### src/rtl/toy_plic_lite.sv
// toy_plic_lite: two-context PLIC with per-source level gateways and a valid/ready register port
module toy_plic_lite #(
    parameter int SRC_NUM = 8,
    parameter int PRIO_W  = 3
) (
    input  logic               clk,
    input  logic               rst_n,
    input  logic [SRC_NUM-1:0] irq_src,
    input  logic               reg_req_vld,
    output logic               reg_req_rdy,
    input  logic               reg_req_wr,
    input  logic [11:0]        reg_req_addr,
    input  logic [31:0]        reg_req_wdata,
    output logic               reg_rsp_vld,
    input  logic               reg_rsp_rdy,
    output logic [31:0]        reg_rsp_rdata,
    output logic               intr_meip,
    output logic               intr_seip
);
    typedef enum logic [1:0] {IDLE, PEND, CLAIMED} gw_e;
    localparam logic [4:0] MAX_ID = 5'(SRC_NUM);

    gw_e               st    [SRC_NUM:1];
    gw_e               st_nx [SRC_NUM:1];
    logic [PRIO_W-1:0] prio  [32];
    logic [SRC_NUM:1]  en    [2];
    logic [PRIO_W-1:0] thr   [2];
    logic [4:0]        best  [2];
    logic [PRIO_W-1:0] best_p [2];
    logic [SRC_NUM:1]  pend;
    logic [9:0]        word;
    logic [4:0]        pid;
    logic [4:0]        clm_id;
    logic [4:0]        cmp_id;
    logic              acc;
    logic              wr_acc;
    logic              rd_acc;
    logic              prio_hit;
    logic [31:0]       rd_val;
    logic              unused;

    assign word        = reg_req_addr[11:2];
    assign pid         = word[4:0];
    assign reg_req_rdy = ~reg_rsp_vld;
    assign acc         = reg_req_vld && reg_req_rdy;
    assign wr_acc      = acc && reg_req_wr;
    assign rd_acc      = acc && !reg_req_wr;
    assign prio_hit    = word[9:5] == 5'd0 && pid != 5'd0 && pid <= MAX_ID;
    assign clm_id      = !rd_acc ? 5'd0 : word == 10'h081 ? best[0] : word == 10'h0C1 ? best[1] : 5'd0;
    assign cmp_id      = wr_acc && (word == 10'h081 || word == 10'h0C1) ? reg_req_wdata[4:0] : 5'd0;
    assign unused      = ^{reg_req_addr[1:0], reg_req_wdata};

    // strict '>' keeps the lowest ID on equal priorities
    always_comb begin
        for (int i = 1; i <= SRC_NUM; i++)
            pend[i] = st[i] == PEND;
        for (int c = 0; c < 2; c++) begin
            best[c]   = 5'd0;
            best_p[c] = '0;
            for (int i = 1; i <= SRC_NUM; i++)
                if (pend[i] && en[c][i] && prio[i] > thr[c] && prio[i] > best_p[c]) begin
                    best[c]   = 5'(i);
                    best_p[c] = prio[i];
                end
        end
    end

    always_comb
        for (int i = 1; i <= SRC_NUM; i++)
            st_nx[i] = st[i] == IDLE && irq_src[i-1]       ? PEND    :
                       st[i] == PEND && clm_id == 5'(i)    ? CLAIMED :
                       st[i] == CLAIMED && cmp_id == 5'(i) ? IDLE    : st[i];

    always_comb
        rd_val = prio_hit         ? 32'(prio[pid])       :
                 word == 10'h020 ? 32'({pend, 1'b0})    :
                 word == 10'h040 ? 32'({en[0], 1'b0})   :
                 word == 10'h041 ? 32'({en[1], 1'b0})   :
                 word == 10'h080 ? 32'(thr[0])          :
                 word == 10'h081 ? 32'(best[0])         :
                 word == 10'h0C0 ? 32'(thr[1])          :
                 word == 10'h0C1 ? 32'(best[1])         : 32'd0;

    always_ff @(posedge clk or negedge rst_n)
        if (!rst_n) begin
            for (int i = 1; i <= SRC_NUM; i++)
                st[i] <= IDLE;
            for (int i = 0; i < 32; i++)
                prio[i] <= '0;
            en[0]         <= '0;
            en[1]         <= '0;
            thr[0]        <= '0;
            thr[1]        <= '0;
            reg_rsp_vld   <= 1'b0;
            reg_rsp_rdata <= '0;
            intr_meip     <= 1'b0;
            intr_seip     <= 1'b0;
        end else begin
            st        <= st_nx;
            intr_meip <= best[0] != 5'd0;
            intr_seip <= best[1] != 5'd0;
            if (acc) begin
                reg_rsp_vld   <= 1'b1;
                reg_rsp_rdata <= reg_req_wr ? 32'd0 : rd_val;
            end else if (reg_rsp_rdy)
                reg_rsp_vld <= 1'b0;
            if (wr_acc && prio_hit)
                prio[pid] <= reg_req_wdata[PRIO_W-1:0];
            if (wr_acc && word == 10'h040)
                en[0] <= reg_req_wdata[SRC_NUM:1];
            if (wr_acc && word == 10'h041)
                en[1] <= reg_req_wdata[SRC_NUM:1];
            if (wr_acc && word == 10'h080)
                thr[0] <= reg_req_wdata[PRIO_W-1:0];
            if (wr_acc && word == 10'h0C0)
                thr[1] <= reg_req_wdata[PRIO_W-1:0];
        end
endmodule

### config.mk
export PLATFORM = sky130hd
export DESIGN_NAME = toy_plic_lite
export DESIGN_NICKNAME = d
export VERILOG_FILES = /design/src/rtl/toy_plic_lite.sv
export SDC_FILE = /design/constraint.sdc
export NUM_CORES = 1
export LEC_CHECK = 0
export ABC_AREA = 1
export CORE_UTILIZATION = 58
export DETAILED_ROUTE_END_ITERATION = 10
export PLACE_DENSITY = 0.77
export REMOVE_ABC_BUFFERS = 1
export SLEW_MARGIN = 25
export SYNTH_ARGS = -nofsm -noshare
export SYNTH_HDL_FRONTEND = slang
export SYNTH_SLANG_ARGS = --single-unit
### constraint.sdc
create_clock -name clk -period 9.2 [get_ports clk]
set_clock_uncertainty 0.05 [all_clocks]
set_input_delay 1.84 -clock clk [delete_from_list [all_inputs] [get_ports clk]]
set_output_delay 1.84 -clock clk [all_outputs]
set_load 0.1 [all_outputs]
==> summary.md <==
| Metric | Value |
|---|---|
| Async S/R FF share, synth | `100%` |
| Via count | `7975` |
| Full die area | `0.0160 mm²` |
| CTS Buf Count | `17` |
| Global-route wire length before repair | `37.3 mm` |
| Core area | `0.0151 mm²` |
| Power Dens Cells | `143 mW/mm²` |
| DP HPWL | `16.6 mm` |
| Slew @ Worst Pin | `0.973 ns` |
| Post-CTS Hold Buffers | `0` |
| Max-slew violations | `0` |
| Final period util | `95.0%` |
| Final WL | `23.8 mm` |
| Layout net count | `1296` |
| Clk_lat worst skew | `0.43 ns` |
| Die H | `126 µm` |
| Share of cells above drive strength 1 | `16.4%` |
| Main combinational cell family by area after synthesis | `simple AND/OR/NAND/NOR gates` |
| R2r worst-path depth | `61` |
| WL met3 | `1.86 mm` |
| Critical path type | `reg2reg` |
| Post-Synth XOR/XNOR Area | `0%` |
| Vias in the first global route | `7296` |
| TritonCTS clock tree | `yes` |
| Routed Antenna Nets | `0` |
| Post-synthesis cell type count | `37` |
| Total power | `1.51 mW` |
| Crit path max-delay cell type | `dfrtp_2` |
| Syn_area_per_cell | `7.87 µm²` |
| EDFF count, synth | `0` |
| DR WL/cell | `17.5 µm` |
| Sequential fraction of the synthesis area | `40.7%` |
| Largest net degree at the start of global routing | `87` |
| Gpl congestion | `0.948` |
| I/O pin cnt | `93` |
| Synthesized instance count | `1140` |
| Mux contribution to synthesized area | `0%` |
| CP Max Fanout | `8` |
| Synth area leader | `dfrtp_1` |
| LEAKAGE | `5.24 nW` |
| Complex-gate fraction of the synthesized area | `15.7%` |
| Peak supply drop | `0.000208 V` |
| Syn Std Cell Area | `0.00897 mm²` |
| Most common cell in the synthesized netlist | `nand2_1` |
| Kind of end point of the critical path | `register` |
| Synth warn | `0` |
| Post-synthesis simple-gate area fraction | `21.9%` |
| Clk buf depth | `2` |
| RSZ-0062 raised after global routing | `yes` |
| H-tree levels | `4` |
| Rows | `45` |
| Yosys reg bits | `146` |
| Max-cap violations | `0` |
| Met1 wire length | `10.3 mm` |
| Tmin final | `8.74 ns` |
| Setup TNS | `0 ns` |
| Grt total ovfl | `0` |
| CP required | `9.45 ns` |
| Initial DRT Pass Iterations | `5` |
| Highest Signal Layer | `met4` |
| CP startpoint kind | `register` |
| Area Growth Syn to Fin | `18.0%` |
| Initial antenna violation count | `0` |
| Slowest Stage Delay on Critical Path | `0.48 ns` |
| Antenna fix cells | `0` |
| Top cell type's share of synthesized area | `40.7%` |
| Ys flop type | `dfrtp_1` |
| Sink Count | `146` |
| Vias per cell | `5.87` |
| GR Util All Layers | `30.5%` |
| Main area contributors after synthesis | `dfrtp_1 41%, ha_1 11%, nand2_1 10%` |
| Crit path DAT | `9.00 ns` |
| Status | `finished clean` |
| Finish-stage setup viols | `0` |
| # port buffers | `44` |
| Slew margin rel. | `35.0%` |
| Starting Density | `59.2%` |
| Die X | `126 µm` |
| Worst-path clk slew | `0.06 ns` |
| Post-layout util | `69.9%` |
| # DRC | `0` |
| Top post-synthesis cells by count | `238 x nand2_1, 146 x dfrtp_1, 136 x o21ai_0` |
| First-iteration detailed-routing DRC count | `758` |
| Final Hold Fails | `0` |
| Crit path top cell by count | `nand2_1` |
| CTS root buffer | `clkbuf_16` |
| Worst Hold Slack | `0.324 ns` |
| Synth Area in Adders | `11.4%` |
| Hold WC Path Type | `reg2reg` |
| WL met2 | `10.9 mm` |
| FMAX | `114 MHz` |
| Worst hold path depth | `0` |
| Filler Cell Count | `1151` |
worst max-delay path, delay by kind of cell, from the launching register on:
family / cells / cell delay, ns
AOI/OAI and AO/OA: 13 / 1.75
adders and majority gates: 8 / 2.49
buffers and inverters: 7 / 0.46
DFF: 1 / 0.48
and+or+nand+nor: 33 / 3.33
registers in the layout (all words and copies together) (netlist names):
| signal | count |
|---|---|
| prio | 96 |
| intr_seip | 1 |
| reg_rsp_vld | 1 |
| en | 16 |
| reg_rsp_rdata | 9 |
| thr | 6 |
| intr_meip | 1 |
| st | 16 |
per-layer routing:
| metal | up-vias | global-route usage, % |
|---|---|---|
| met4 | 0 | 11.2 |
| met1 | 3701 | 42.3 |
| li1 | 3826 | - |
| met2 | 380 | 48.3 |
| met3 | 68 | 5.36 |
| met5 | - | 0 |
power by group:
group          internal (mW)  switching [mW]
Clock                  0.438           0.285
Sequential             0.646         0.00340
Combinational         0.0306           0.110
kinds of logic (layout without fill, tap and decap cells):
family / Yosys count / after routing
other: 1 / 23
AO/OA/AOI/OAI: 251 / 251
adder cells (fa/ha/maj): 82 / 82
flip-flops: 146 / 146
buffers and inverters: 222 / 230
AND/OR/NAND/NOR: 438 / 438
metrics by stage:
stage	area (µm²)	cells	setup slack, ns
after floorplan	8550	1051	0.733
after global placement	9410	1307	0.0440
after detailed placement	9410	1307	-0.230
after CTS	10000	1339	0.0162
after global routing	10600	1358	-0.177
final	10600	1358	0.456
what timing repair did:
item | 4_1_cts | 5_1_grt
setup endpoints to repair | 17 | 22
gates resized for setup | 14 | 101
buffers inserted | 0 | 19
pin swaps | 2 | 45
area by class of cell:
cell class	count	area (µm²)	area share, %
Multi-Input combinational cell	794	4880	46.1
Sequential cell	146	3660	34.5
Timing Repair Buffer	87	776	7.33
Clock buffer	19	443	4.18
Inverter	111	419	3.96
Tap cell	188	235	2.22
Clock inverter	13	173	1.63
final timing paths:
check	start	to	slack, ns
setup / recovery	prio[92]	st[1]	0.46
hold / removal	prio[35]	prio[35]	0.32
setup reg to reg	prio[92]	st[1]	0.46
hold reg to reg	prio[35]	prio[35]	0.32
max in group asynchronous	rst_n	prio[91]	6.58
min in group asynchronous	rst_n	intr_meip	1.32
placed cells by master, fill, tap and decap left out, drive strengths merged, types with 6 or more instances in the layout:
master,n
clkbuf,19
nor2,72
nand2,255
a311oi,6
nor3,11
o21ai,136
dfrtp,146
nand3,73
o31ai,6
o22ai,52
conb,23
clkdlybuf4s50,43
nand4,17
buf,44
ha,82
inv,114
a21oi,37
Note: power is estimated with default switching activity, not from simulation.
